File: src/rtl/knob_scan_pkg.sv
// Shared types and hysteresis helpers for the potentiometer scanner.
package knob_scan_pkg;

  typedef enum logic [1:0] {IDLE, REQ, CMP, NEXT} state_t;

  // Helpers work on a fixed wide sample; callers zero-extend narrower ADC words.
  localparam int KS_MW = 16;
  typedef logic [KS_MW-1:0] samp_t;

  function automatic samp_t absdiff(samp_t a, samp_t b);
    return (a >= b) ? (a - b) : (b - a);
  endfunction

  function automatic logic load_ok(logic valid, samp_t new_v, samp_t old_v,
                                   samp_t hyst, samp_t rail_hi);
    logic rail;
    rail = ((new_v == '0) || (new_v == rail_hi)) && (new_v != old_v);
    return !valid || (absdiff(new_v, old_v) >= hyst) || rail;
  endfunction

endpackage

File: src/rtl/knob_scan_ctrl_if.sv
// Single-channel ADC request/ack handshake used by the potentiometer scanner.
interface knob_scan_ctrl_if #(
  parameter int M   = 10,
  parameter int NCH = 2
);
  localparam int CW = (NCH > 1) ? $clog2(NCH) : 1;

  logic          adc_req;
  logic [CW-1:0] adc_chan;
  logic          adc_ack;
  logic [M-1:0]  adc_data;

  modport master (output adc_req, adc_chan, input adc_ack, adc_data);
  modport slave  (input adc_req, adc_chan, output adc_ack, adc_data);
endinterface

File: src/rtl/knob_scan_ctrl_tick_gen.sv
// Free-running divider: tick is high for one clock every DIV clocks.
module tick_gen #(
  parameter int DIV = 50000
) (
  input  logic clk,
  input  logic reset_n,
  output logic tick
);
  localparam int TW = (DIV > 1) ? $clog2(DIV) : 1;

  logic [TW-1:0] cnt;

  always_ff @(posedge clk or negedge reset_n) begin
    if (!reset_n)                 cnt <= '0;
    else if (cnt == TW'(DIV - 1)) cnt <= '0;
    else                          cnt <= cnt + TW'(1);
  end

  assign tick = (cnt == TW'(DIV - 1));
endmodule

File: src/rtl/knob_scan_ctrl.sv
// Round-robin potentiometer scanner: sole ADC master, hysteresis filter,
// one held value and one-cycle update strobe per channel.
//
//   state | meaning
//   IDLE  | waiting for a scan tick with scan_en high
//   REQ   | adc_req high for channel ch, waiting for ack or timeout
//   CMP   | apply hysteresis rule to the captured sample
//   NEXT  | advance to the next channel or finish the scan
module knob_scan_ctrl
  import knob_scan_pkg::*;
#(
  parameter int M        = 10,
  parameter int NCH      = 2,
  parameter int HYST     = 4,
  parameter int SCAN_DIV = 50000,
  parameter int TMO      = 255
) (
  input  logic                clk,
  input  logic                reset_n,
  input  logic                scan_en,
  knob_scan_ctrl_if.master    adc,
  output logic [NCH*M-1:0]    knob_val,
  output logic [NCH-1:0]      upd,
  output logic                busy,
  output logic                err_tmo
);
  localparam int CW = (NCH > 1) ? $clog2(NCH) : 1;
  localparam int WW = (TMO > 0) ? $clog2(TMO + 1) : 1;

  state_t        state, state_nxt;
  logic [CW-1:0] ch;
  logic [WW-1:0] wait_cnt;
  logic [M-1:0]  cap;
  logic [M-1:0]  old_v;
  logic [NCH-1:0] valid;
  logic          tick;
  logic          timeout;
  logic          last_ch;
  logic          load;

  tick_gen #(.DIV(SCAN_DIV)) u_tick (
    .clk     (clk),
    .reset_n (reset_n),
    .tick    (tick)
  );

  assign timeout = (wait_cnt == WW'(TMO));
  assign last_ch = (ch == CW'(NCH - 1));
  assign old_v   = knob_val[int'(ch)*M +: M];
  assign load    = load_ok(valid[ch], samp_t'(cap), samp_t'(old_v),
                           samp_t'(HYST), samp_t'((1 << M) - 1));

  always_ff @(posedge clk or negedge reset_n) begin
    if (!reset_n) state <= IDLE;
    else          state <= state_nxt;
  end

  always_comb begin
    state_nxt = state;
    unique case (state)
      IDLE: if (tick && scan_en) state_nxt = REQ;
      REQ: begin
        if (adc.adc_ack)  state_nxt = CMP;
        else if (timeout) state_nxt = NEXT;
      end
      CMP:  state_nxt = NEXT;
      NEXT: state_nxt = last_ch ? IDLE : REQ;
      default: state_nxt = IDLE;
    endcase
  end

  // Request is decoded straight from the state so an async reset drops it at once.
  assign adc.adc_req  = (state == REQ);
  assign adc.adc_chan = ch;
  assign busy         = (state != IDLE);

  always_ff @(posedge clk or negedge reset_n) begin
    if (!reset_n) begin
      ch       <= '0;
      wait_cnt <= '0;
      cap      <= '0;
      valid    <= '0;
      knob_val <= '0;
      upd      <= '0;
      err_tmo  <= 1'b0;
    end else begin
      upd      <= '0;
      wait_cnt <= '0;
      unique case (state)
        IDLE: if (tick && scan_en) ch <= '0;
        REQ: begin
          if (adc.adc_ack)  cap <= adc.adc_data;
          else if (timeout) err_tmo <= 1'b1;
          else              wait_cnt <= wait_cnt + WW'(1);
        end
        CMP: begin
          if (load) begin
            knob_val[int'(ch)*M +: M] <= cap;
            upd[ch]   <= 1'b1;
            valid[ch] <= 1'b1;
          end
        end
        NEXT: if (!last_ch) ch <= ch + CW'(1);
        default: ;
      endcase
    end
  end
endmodule

File: src/flat_wrapper.sv
// flat-port wrapper written by rule: the top's interface ports become plain ports
module knob_scan_ctrl_flat import knob_scan_pkg::*;
#(
  parameter int M        = 10,
  parameter int NCH      = 2,
  parameter int HYST     = 4,
  parameter int SCAN_DIV = 50000,
  parameter int TMO      = 255
)
  (clk, reset_n, scan_en, knob_val, upd, busy, err_tmo, adc_adc_req, adc_adc_chan, adc_adc_ack, adc_adc_data);
  knob_scan_ctrl_if #(.M(M), .NCH(NCH)) adc_i ();
  input  logic clk;
  input  logic reset_n;
  input  logic scan_en;
  output logic [NCH*M-1:0] knob_val;
  output logic [NCH-1:0] upd;
  output logic busy;
  output logic err_tmo;
  output wire logic [$bits(adc_i.adc_req)-1:0] adc_adc_req;
  output wire logic [$bits(adc_i.adc_chan)-1:0] adc_adc_chan;
  input wire logic [$bits(adc_i.adc_ack)-1:0] adc_adc_ack;
  input wire logic [$bits(adc_i.adc_data)-1:0] adc_adc_data;
  assign adc_adc_req = adc_i.adc_req;
  assign adc_adc_chan = adc_i.adc_chan;
  assign adc_i.adc_ack = adc_adc_ack;
  assign adc_i.adc_data = adc_adc_data;
  knob_scan_ctrl #(.M(M), .NCH(NCH), .HYST(HYST), .SCAN_DIV(SCAN_DIV), .TMO(TMO)) u_core (.clk(clk), .reset_n(reset_n), .scan_en(scan_en), .adc(adc_i), .knob_val(knob_val), .upd(upd), .busy(busy), .err_tmo(err_tmo));
endmodule
File: config.mk
export PLATFORM = sky130hd
export DESIGN_NAME = knob_scan_ctrl_flat
export DESIGN_NICKNAME = d
export VERILOG_FILES = /design/src/rtl/knob_scan_pkg.sv /design/src/rtl/knob_scan_ctrl_if.sv /design/src/rtl/knob_scan_ctrl_tick_gen.sv /design/src/rtl/knob_scan_ctrl.sv /design/src/flat_wrapper.sv
export SDC_FILE = /design/constraint.sdc
export NUM_CORES = 1
export LEC_CHECK = 0
export BUFFER_PORTS_ARGS = -buffer_cell sky130_fd_sc_hd__clkbuf_2
export CAP_MARGIN = 15
export CORE_AREA = 8 8 92 94
export DETAILED_ROUTE_END_ITERATION = 8
export DIE_AREA = 0 0 100 102
export PLACE_DENSITY = 0.77
export SYNTH_ARGS = -nofsm -noshare
export SYNTH_HDL_FRONTEND = slang
export SYNTH_SLANG_ARGS = --single-unit
File: constraint.sdc
create_clock -name clk -period 4.65 [get_ports clk]
set_input_delay 0.6975 -clock clk [delete_from_list [all_inputs] [get_ports clk]]
set_output_delay 0.6975 -clock clk [all_outputs]
set_load 0.05 [all_outputs]
# Yosys cells after proc, flatten, opt, wreduce, memory -nomap -nowiden
# Cells that the tools add are included.
[word_totals]
n_memories = 0
out_inout_bits = 26
register_bits = 62
mem_bits_ro = 0
ram_bits = 0
latchBits = 0
[classes]
add_sub_neg = 6
n_div = 0
reduce_logical = 16
n_lt_le_gt_ge = 4
shifts = 3
muxes = 20
n_eq_ne = 9
multipliers = 1
bitwise = 2
[op_table]
columns = ["op", "n"]
rows = [
  ["negation 32 -> 33 bit", 1],
  ["variable shift 10 x 33 -> 20 bit, first input constant", 1],
  ["variable part select 10 x 33 -> 20 bit", 1],
  ["2-to-1 mux 16 bit", 2],
  ["variable part select 20 x 32 -> 10 bit", 1],
  ["2-to-1 mux 8 bit", 3],
  ["subtractor 10 x 10 -> 11 bit", 2],
  ["bitwise mux 20 bit", 1],
  ["adder 16 x 1 -> 16 bit, second input constant", 1],
  ["== test 16 bit, second input constant", 1],
  [">= comparator 16 x 3 -> 1 bit, second input constant", 1],
  ["== test 10 bit, second input constant", 1],
  [">= comparator 10 bit", 1],
  ["logical NOT 10 bit", 1],
  ["2-to-1 mux 2 bit", 5],
  ["inequality test 10 bit", 1],
  ["adder 8 x 1 -> 8 bit, second input constant", 1],
  ["== test 8 bit, second input constant", 1],
  ["case mux 2 bit (4 select lines)", 1],
  ["AND reduction 2 bit", 4],
  ["2-to-1 mux 1 bit", 6],
  ["== test 2 bit, second input constant", 2],
  ["multiplier 1 x 3 -> 4 bit, second input constant", 1],
  ["nonzero test 2 bit", 2],
  ["other kinds (15)", 19],
]

# Depth between registers and ports, before layout
# Gate-level depths: netlist (run 1).
[logic_depth]
word_depth = 9
depth_mapped = 15
mapped_depth_nobuf = 12

# Cells and area by module
# Synthesis (run 1) repeated with hierarchy kept, for this count alone.
[unflattened]
hier_cells = 369
area_unflattened_um2 = 3870.0
[modules_own_cells]
columns = ["module", "area_per_inst_um2", "n_inst", "seq_area_each_um2", "cells_each"]
rows = [
  ["knob_scan_ctrl", 3108.0, 1, 1151.1, 302],
  ["tick_gen", 762.0, 1, 400.4, 67],
]

# Worst setup path before layout (run 1)
# No wires, ideal clock.
[synth_path]
kind = "register -> register"
from = "register u_core.ch (netlist: u_core.adc.adc_chan)"
to = "register u_core.knob_val[12]"
t_arrival_ns = 3.893
n_path_buf = 4
path_stages_with_launch = 16
synth_period_minus_slack_ns = 4.018
slack_ns = 0.632
cell_sequence = "dfrtp_1 -> clkbuf_1 -> buf_1 -> mux2i_1 -> inv_1 -> ha_1 -> buf_6 -> and3_4 -> o21ai_4 -> mux2_2 -> nand4_1 -> or4_1 -> o22ai_2 -> a21oi_2 -> buf_6 -> mux2_4"
[synth_between]
elab_chain_cells = 8
elab_cells_between_ends = 19
cone_classes = "add/sub (3); mul (1); order compare (2); eq/ne (1); shift (3); mux (4); reduce/logical (5)"
[synth_rtl]
columns = ["item", "line_no", "rtl"]
rows = [
  ["start, declared", "knob_scan_ctrl.sv:31", "logic [CW-1:0] ch;"],
  ["start signal, assigned", "knob_scan_ctrl.sv:103", "NEXT: if (!last_ch) ch <= ch + CW'(1);"],
  ["multiplier 1 x 3 -> 4 bit", "knob_scan_ctrl.sv:49, knob_scan_ctrl.sv:98", ""],
  ["variable part select 20 x 32 -> 10 bit", "knob_scan_ctrl.sv:49", "assign old_v = knob_val[int'(ch)*M +: M];"],
  ["subtractor 10 x 10 -> 11 bit or >= comparator 10 bit (tied branches)", "knob_scan_pkg.sv:11", "return (a >= b) ? (a - b) : (b - a);"],
  ["2-to-1 mux 16 bit", "knob_scan_pkg.sv:11", ""],
  [">= comparator 16 x 3 -> 1 bit", "knob_scan_pkg.sv:18", "return !valid || (absdiff(new_v, old_v) >= hyst) || rail;"],
  ["logical OR 1 bit (2 in a row)", "knob_scan_pkg.sv:18", ""],
  ["AND reduction 2 bit (no source line)", "-", ""],
  ["end signal, assigned by index", "knob_scan_ctrl.sv:98", "knob_val[int'(ch)*M +: M] <= cap;"],
  ["end, declared", "knob_scan_ctrl.sv:22", "output logic [NCH*M-1:0] knob_val,"],
]
# Parallel ways exist; a longest one is shown, timed or not. The select of a mux whose other input is x is not followed.
# A chain may end at the register's enable or synchronous reset.

# Worst setup path in the final report (run 1)
[layout_path]
from = "register u_core.ch (netlist: u_core.adc.adc_chan)"
to = "register u_core.knob_val[1]"
# Same word-level chain as after synthesis.

==> impl_metrics.sql, run 1 <==
INSERT INTO impl_metrics (metric_group, metric, value, unit) VALUES
('cells_and_area', 'final_net_count', '452', ''),
('die', 'core_region_area', '0.007059', 'mm2'),
('clock_network', 'cts.root.buffer_cell', 'clkbuf_8', ''),
('critical_path', 'critical_path_capture_point_type', 'flip-flop', ''),
('synthesis', 'mappedNetlistArea', '0.003921', 'mm2'),
('critical_path', 'worst-endpoint-required', '4.87', 'ns'),
('route', 'drc', '0', ''),
('route', 'route.detailed.vias_per_inst', '5.536', ''),
('critical_path', 'crit_arrival', '4.44', 'ns'),
('critical_path', 'crit-reg2reg-launch', 'u_core.adc.adc_chan$_DFFE_PN0P_', ''),
('power_and_ir_drop', 'cellLeakagePower', '2.173', 'nW'),
('route', 'detailroute.via_count', '2840', ''),
('timing', 'max_clock_freq', '237.1', 'MHz'),
('hold_path', 'hold_path_startpoint', 'u_core.u_tick.cnt[0]$_DFF_PN0_', ''),
('die', 'initial_utilization', '55.55', '%'),
('route', 'routed.top_layer', 'met4', ''),
('timing', 'min_period', '4.217', 'ns'),
('global_route', 'track_usage', '16.95', '%'),
('synthesis', 'synth.yosys.warnings', '0', ''),
('clock_network', 'cts.sink_count', '62', ''),
('power_and_ir_drop', 'power.density', '751.8', 'mW/mm2'),
('timing', 'report.final.hold_viol_count', '0', ''),
('hold_path', 'worstHoldEndpoint', 'u_core.u_tick.cnt[0]$_DFF_PN0_', ''),
('route', 'wl_met2', '4089', 'um'),
('synthesis', 'synth_edf_count', '0', ''),
('clock_network', 'later_pin_clock_latency_in_the_skew_report', '0.33', 'ns'),
('timing', 'timing.setup.tns', '0', 'ns'),
('clock_network', 'post_cts_resize_count', '0', ''),
('clock_network', 'numCtsBuffers', '9', ''),
('cells_and_area', 'drive_gt1_share', '24.40', '%'),
('global_route', 'grt_first_pass_wirelength', '13700', 'um'),
('synthesis', 'synth-async-reset-ratio', '100.0', '%'),
('global_route', 'gr-total-overflow', '0', ''),
('hold_path', 'min-delay-path-class', 'flip-flop to flip-flop', ''),
('timing', 'finalMaxSlewViolations', '0', ''),
('synthesis', 'dominantRegCellSynth', 'dfrtp_1', ''),
('critical_path', 'critical_path.startpoint_type', 'flip-flop', ''),
('die', 'floorplan.die.width', '100', 'um'),
('route', 'totalWireLength', '8165', 'um'),
('synthesis', 'synth_top_cell_by_area', 'dfrtp_1', ''),
('run_status', 'outcome', 'finished, final reports clean', ''),
('cells_and_area', 'final_util', '62.23', '%'),
('clock_network', 'hold_fix_buffers_cts', '0', ''),
('global_route', 'vias_in_the_first_global_route', '2864', ''),
('timing', 'worstMarginPinSlew', '0.9220', 'ns'),
('place', 'gp_congestion', '0.9293', ''),
('route', 'final_antenna_net_count', '0', ''),
('synthesis', 'synthDistinctLibCells', '62', ''),
('route', 'drt_pass_1_iters', '4', ''),
('synthesis', 'synth.top_cells.by_area', 'dfrtp_1, ha_1, mux2_4', ''),
('synthesis', 'synth.yosys.seq_area_share', '39.57', '%'),
('job', 'max-cap-violations', '0', ''),
('route', 'detail_route.wl_per_cell', '15.92', 'um'),
('place', 'port-buffer-count', '39', ''),
('clock_network', 'cts_setup_buffers', '0', ''),
('critical_path', 'path_class', 'flip-flop to flip-flop', ''),
('timing', 'finalSetupViolations', '0', ''),
('die', 'floorplan.die_area', '0.01020', 'mm2'),
('synthesis', 'syn-instance-count', '370', ''),
('timing', 'rsz0062_at_grt', 'no', ''),
('clock_network', 'htreeDepth', '3', ''),
('clock_network', 'clock_path_buffers', '2', ''),
('critical_path', 'worst_reg2reg_setup_slack', '0.43', 'ns'),
('die', 'fp-row-count', '31', ''),
('synthesis', 'ys_ff_latch', '62', ''),
('place', 'detailed_place_hpwl', '6067', 'um'),
('critical_path', 'critical_path.reg2reg.endpoint', 'u_core.knob_val[1]$_DFFE_PN0P_', ''),
('cells_and_area', 'final_common_cell', 'dfrtp_1', ''),
('clock_network', 'cts_tree', 'yes', ''),
('cells_and_area', 'flow.area_growth_from_synthesis', '12.03', '%'),
('die', 'die_y', '102', 'um');
[logic make-up after synthesis]
kind of cell / Yosys count / synth area share (%)
xor+xnor: 25 / 5.584
fa+ha+maj: 29 / 9.636
compound gates: 56 / 10.82
simple gates: 110 / 15.00
buf+inv: 42 / 5.105
mux: 46 / 14.29
flops: 62 / 39.57
[Yosys cell counts, drive strengths merged (3+ instances only)]
master / n
a211o: 3
a21o: 4
a21oi: 10
a31oi: 5
and2: 3
and3: 7
and4: 3
buf: 11
dfrtp: 62
ha: 27
inv: 30
mux2: 32
mux2i: 14
nand2: 14
nand2b: 9
nand3: 10
nand4: 9
nor2: 28
nor2b: 5
nor3: 6
nor4: 6
o21ai: 11
or2: 4
xnor2: 11
xor2: 14
[layout make-up]
cell class | count | area [um2]
multi-input cells | 266 | 2170
flip-flops and latches | 62 | 1551
repair buffers | 40 | 202.7
clock buffers | 11 | 151.4
inverters | 30 | 112.6
well taps | 99 | 123.9
fillers | 578 | 2666
clock inverters | 5 | 81.33
[through the flow]
step           total power [mW]  worst slack, ns  instance area [um2]  cells  hold slack, ns
2_1_floorplan             2.402           0.6321                 3921    370          0.4019
3_3_place_gp              2.705           0.5532                 4160    497          0.4411
3_5_place_dp              2.754           0.4391                 4160    497          0.4468
4_1_cts                   3.307           0.4288                 4393    513          0.4622
5_1_grt                   3.547           0.1421                 4393    513          0.4776
6_report                  3.303           0.4329                 4393    513          0.4597
[power breakdown]
group / switching (mW) / leakage (nW) / internal, mW
Clock: 0.203 / 0.116 / 0.331
Sequential: 0.147 / 0.794 / 0.648
Combinational: 1.17 / 1.26 / 0.806
Total: 1.52 / 2.17 / 1.79
[worst max-delay path by stage]
stage	from	to	slack (ns)	depth (start not counted)
2_1_floorplan	u_core.adc.adc_chan$_DFFE_PN0P_	u_core.knob_val[12]$_DFFE_PN0P_	0.63	15
3_3_place_gp	u_core.adc.adc_chan$_DFFE_PN0P_	u_core.knob_val[11]$_DFFE_PN0P_	0.55	11
3_5_place_dp	u_core.adc.adc_chan$_DFFE_PN0P_	u_core.knob_val[1]$_DFFE_PN0P_	0.44	11
4_1_cts	u_core.adc.adc_chan$_DFFE_PN0P_	u_core.knob_val[1]$_DFFE_PN0P_	0.43	11
5_1_grt	u_core.adc.adc_chan$_DFFE_PN0P_	u_core.knob_val[10]$_DFFE_PN0P_	0.14	11
6_report	u_core.adc.adc_chan$_DFFE_PN0P_	u_core.knob_val[1]$_DFFE_PN0P_	0.43	11
[registers in the layout, indices dropped and copies added, names as in the netlist]
name	count
u_core.adc.adc_chan	1
u_core.cap	10
u_core.err_tmo	1
u_core.knob_val	20
u_core.state	2
u_core.u_tick.cnt	16
u_core.upd	2
u_core.valid	2
u_core.wait_cnt	8
[critical path: stages (launching register included)]
cell	delay [ns]
dfrtp_1	0.84
mux2i_1	0.31
inv_1	0.07
ha_1	0.45
and4_1	0.30
and4_1	0.22
a211o_1	0.27
a21o_1	0.18
mux2i_1	0.13
xor2_1	0.20
a21oi_2	0.73
mux2_2	0.41
[metal layers]
| layer | GRT usage (%) | vias up |
|---|---|---|
| met2 | 28.99 | 51 |
| met4 | 6.395 | 0 |
| met5 | 0 | - |
| met1 | 20.01 | 1396 |
| met3 | 4.428 | 14 |
| li1 | - | 1379 |
Power figures use the tool's default switching activity.
==> run 2, diff against run 1 <==
--- a/config.mk
+++ b/config.mk
@@ -10,7 +10,7 @@
 export CORE_AREA = 8 8 92 94
 export DETAILED_ROUTE_END_ITERATION = 8
 export DIE_AREA = 0 0 100 102
-export PLACE_DENSITY = 0.77
+export PLACE_DENSITY = 0.76
 export SYNTH_ARGS = -nofsm -noshare
 export SYNTH_HDL_FRONTEND = slang
 export SYNTH_SLANG_ARGS = --single-unit
==> impl_metrics.sql, run 2 (synthesis results as in run 1) <==
INSERT INTO impl_metrics (metric_group, metric, value, unit) VALUES
('run_status', 'outcome', 'finished, final reports clean', ''),
('cells_and_area', 'regArea', '0.001551', 'mm2'),
('global_route', 'gr-total-overflow', '0', ''),
('timing', 'max_clock_freq', '233.9', 'MHz'),
('route', 'totalWireLength', '8247', 'um'),
('power_and_ir_drop', 'power.net_switching', '1.505', 'mW'),
('route', 'drt_pass_1_iters', '5', ''),
('clock_network', 'numCtsBuffers', '9', ''),
('critical_path', 'critical_path.startpoint_type', 'flip-flop', ''),
('critical_path', 'cp_slowest_stage_delay', '0.82', 'ns'),
('timing', 'finalSetupViolations', '0', ''),
('critical_path', 'cp_cell_sequence', 'mux2i_1 -> inv_1 -> ha_1 -> and4_1 -> and4_1 -> a211o_1 -> a21o_1 -> mux2i_1 -> xor2_1 -> a21oi_2 -> mux2_2', ''),
('global_route', 'vias_in_the_first_global_route', '2938', ''),
('cells_and_area', 'final_common_cell', 'dfrtp_1', ''),
('place', 'detailedPlace.worstSlack', '0.3848', 'ns'),
('die', 'die_y', '102', 'um'),
('hold_path', 'min-delay-path-class', 'primary input to asynchronous set/reset pin', ''),
('place', 'detailed_place_hpwl', '6125', 'um'),
('critical_path', 'crit_arrival', '4.49', 'ns'),
('cells_and_area', 'final_net_count', '452', ''),
('critical_path', 'path_class', 'flip-flop to flip-flop', ''),
('die', 'fp-row-count', '31', ''),
('place', 'port-buffer-count', '39', ''),
('clock_network', 'hold_fix_buffers_cts', '0', ''),
('clock_network', 'cts_tree', 'yes', ''),
('timing', 'finalMaxSlewViolations', '0', ''),
('die', 'initial_utilization', '55.55', '%'),
('cells_and_area', 'layout.cells.most_common_list', 'dfrtp_1, clkbuf_2, inv_1', ''),
('clock_network', 'cts.root.buffer_cell', 'clkbuf_8', ''),
('route', 'drt_iter0_markers', '193', ''),
('critical_path', 'cp_slowest_cell', 'dfrtp_1', ''),
('die', 'pin_count', '40', ''),
('timing', 'clock-skew-final', '0.007559', 'ns'),
('clock_network', 'htreeDepth', '3', ''),
('power_and_ir_drop', 'power_frac_seq', '25.2', '%'),
('power_and_ir_drop', 'comb_power_share', '62.4', '%'),
('route', 'drc', '0', ''),
('critical_path', 'cp-startpoint', 'u_core.adc.adc_chan$_DFFE_PN0P_', ''),
('cells_and_area', 'multi_input_comb_area', '0.002170', 'mm2'),
('route', 'detailroute.via_count', '2823', ''),
('global_route', 'pin_count_of_the_biggest_net_entering_global_routing', '45', ''),
('critical_path', 'critical_path.reg2reg.endpoint', 'u_core.knob_val[0]$_DFFE_PN0P_', ''),
('cells_and_area', 'insertedDiodeCount', '0', ''),
('global_route', 'track_usage', '17.30', '%'),
('timing', 'timing.setup.tns', '0', 'ns'),
('critical_path', 'critical-path-top-delay-family', 'compound AO/OA/AOI/OAI gates', ''),
('power_and_ir_drop', 'power.density', '732.0', 'mW/mm2'),
('die', 'floorplan.die.width', '100', 'um'),
('critical_path', 'worstPathMaxFanout', '17', ''),
('clock_network', 'cts.sink_count', '62', ''),
('cells_and_area', 'largest_reg_flops', '20', ''),
('timing', 'min_period', '4.276', 'ns'),
('job', 'max-cap-violations', '0', ''),
('timing', 'rsz0062_at_grt', 'no', ''),
('timing', 'report.final.hold_viol_count', '0', ''),
('cells_and_area', 'final_util', '61.13', '%'),
('clock_network', 'clock_path_buffers', '2', ''),
('critical_path', 'worst-endpoint-required', '4.87', 'ns'),
('timing', 'postLayoutSetupSlackWorst', '0.3738', 'ns'),
('cells_and_area', 'drive_gt1_share', '23.54', '%'),
('power_and_ir_drop', 'vdd_ir_drop_max', '0.3273', 'mV'),
('critical_path', 'crit-reg2reg-launch', 'u_core.adc.adc_chan$_DFFE_PN0P_', ''),
('clock_network', 'cts_setup_buffers', '0', ''),
('cells_and_area', 'max_flop_register', 'u_core.knob_val', ''),
('cells_and_area', 'flow.area_growth_from_synthesis', '10.05', '%'),
('die', 'core_region_area', '0.007059', 'mm2'),
('place', 'gp_congestion', '0.8950', ''),
('global_route', 'antenna_found_initial', '0', ''),
('power_and_ir_drop', 'cellLeakagePower', '2.140', 'nW'),
('critical_path', 'critical_path_capture_point_type', 'flip-flop', ''),
('route', 'final_antenna_net_count', '0', ''),
('timing', 'worstMarginPinSlew', '0.9871', 'ns'),
('route', 'detail_route.wl_per_cell', '16.14', 'um'),
('route', 'route.detailed.vias_per_inst', '5.524', ''),
('critical_path', 'worst-r2r-cell-count', '11', ''),
('critical_path', 'critical_path.n_buffers_inverters', '1', ''),
('clock_network', 'later_pin_clock_latency_in_the_skew_report', '0.34', 'ns'),
('power_and_ir_drop', 'post-layout-total-power', '3.159', 'mW'),
('power_and_ir_drop', 'power.switching_fraction', '47.65', '%'),
('die', 'floorplan.die_area', '0.01020', 'mm2'),
('power_and_ir_drop', 'clock_share_of_power', '12.4', '%'),
('cells_and_area', 'filler_cell_count', '608', ''),
('cells_and_area', 'layout_top_registers', 'u_core.knob_val: 20 flops, u_core.u_tick.cnt: 16 flops, u_core.cap: 10 flops', ''),
('clock_network', 'clkTransAtPathRegs', '0.07', 'ns'),
('timing', 'slew_headroom', '34.19', '%'),
('global_route', 'grt_first_pass_wirelength', '13860', 'um'),
('clock_network', 'post_cts_resize_count', '0', ''),
('critical_path', 'worst_reg2reg_setup_slack', '0.37', 'ns'),
('timing', 'timing.final.crit_share', '91.96', '%'),
('power_and_ir_drop', 'internal_dissipation', '1.654', 'mW');
==> run 2: final cells by class <==
cell class,instances,area share (%)
Clock buffer,12,3.363
Clock inverter,2,0.2320
Tap cell,99,2.870
Sequential cell,62,35.95
Timing Repair Buffer,40,4.697
Inverter,30,2.609
Multi-Input combinational cell,266,50.28
==> run 2: worst max path at each step <==
stage,end,slack [ns],cells past startpoint
2_1_floorplan,u_core.knob_val[12]$_DFFE_PN0P_,0.63,15
3_3_place_gp,u_core.knob_val[11]$_DFFE_PN0P_,0.52,11
3_5_place_dp,u_core.knob_val[0]$_DFFE_PN0P_,0.38,11
4_1_cts,u_core.knob_val[0]$_DFFE_PN0P_,0.38,11
5_1_grt,u_core.knob_val[0]$_DFFE_PN0P_,0.04,11
6_report,u_core.knob_val[0]$_DFFE_PN0P_,0.37,11
==> run 2: worst reg2reg max path: stages, from the launching register on <==
cell and delay, ns:
dfrtp_1 0.82, mux2i_1 0.35, inv_1 0.08, ha_1 0.44, and4_1 0.30, and4_1 0.22, a211o_1 0.26, a21o_1 0.18
mux2i_1 0.13, xor2_1 0.19, a21oi_2 0.77, mux2_2 0.43
==> run 2: metal layers <==
metal  share of wire, %  vias to the layer above  track usage [%]
met2                 49                       51            28.99
met4                2.1                        0            8.372
li1                   -                     1379                -
met3                3.9                       15            3.610
met1                 45                     1378            20.82
met5                  0                        -                0
==> run 2: metrics by stage <==
step | hold WS (ns) | instance area [um2] | std cells
CTS | 0.2980 | 4315 | 511
finish | 0.2933 | 4315 | 511
global placement | 0.4412 | 4160 | 497
detailed placement | 0.4456 | 4160 | 497
floorplan | 0.4019 | 3921 | 370
global route | 0.3160 | 4315 | 511
==> run 2: power by group through the flow <==
stage / Sequential, mW / Clock (mW) / Combinational (mW)
detailed placement: 0.807 / 0 / 1.95
global placement: 0.802 / 0 / 1.92
floorplan: 0.928 / 0 / 1.47
global route: 0.817 / 0.427 / 2.16
CTS: 0.797 / 0.406 / 1.96
finish: 0.796 / 0.391 / 1.97
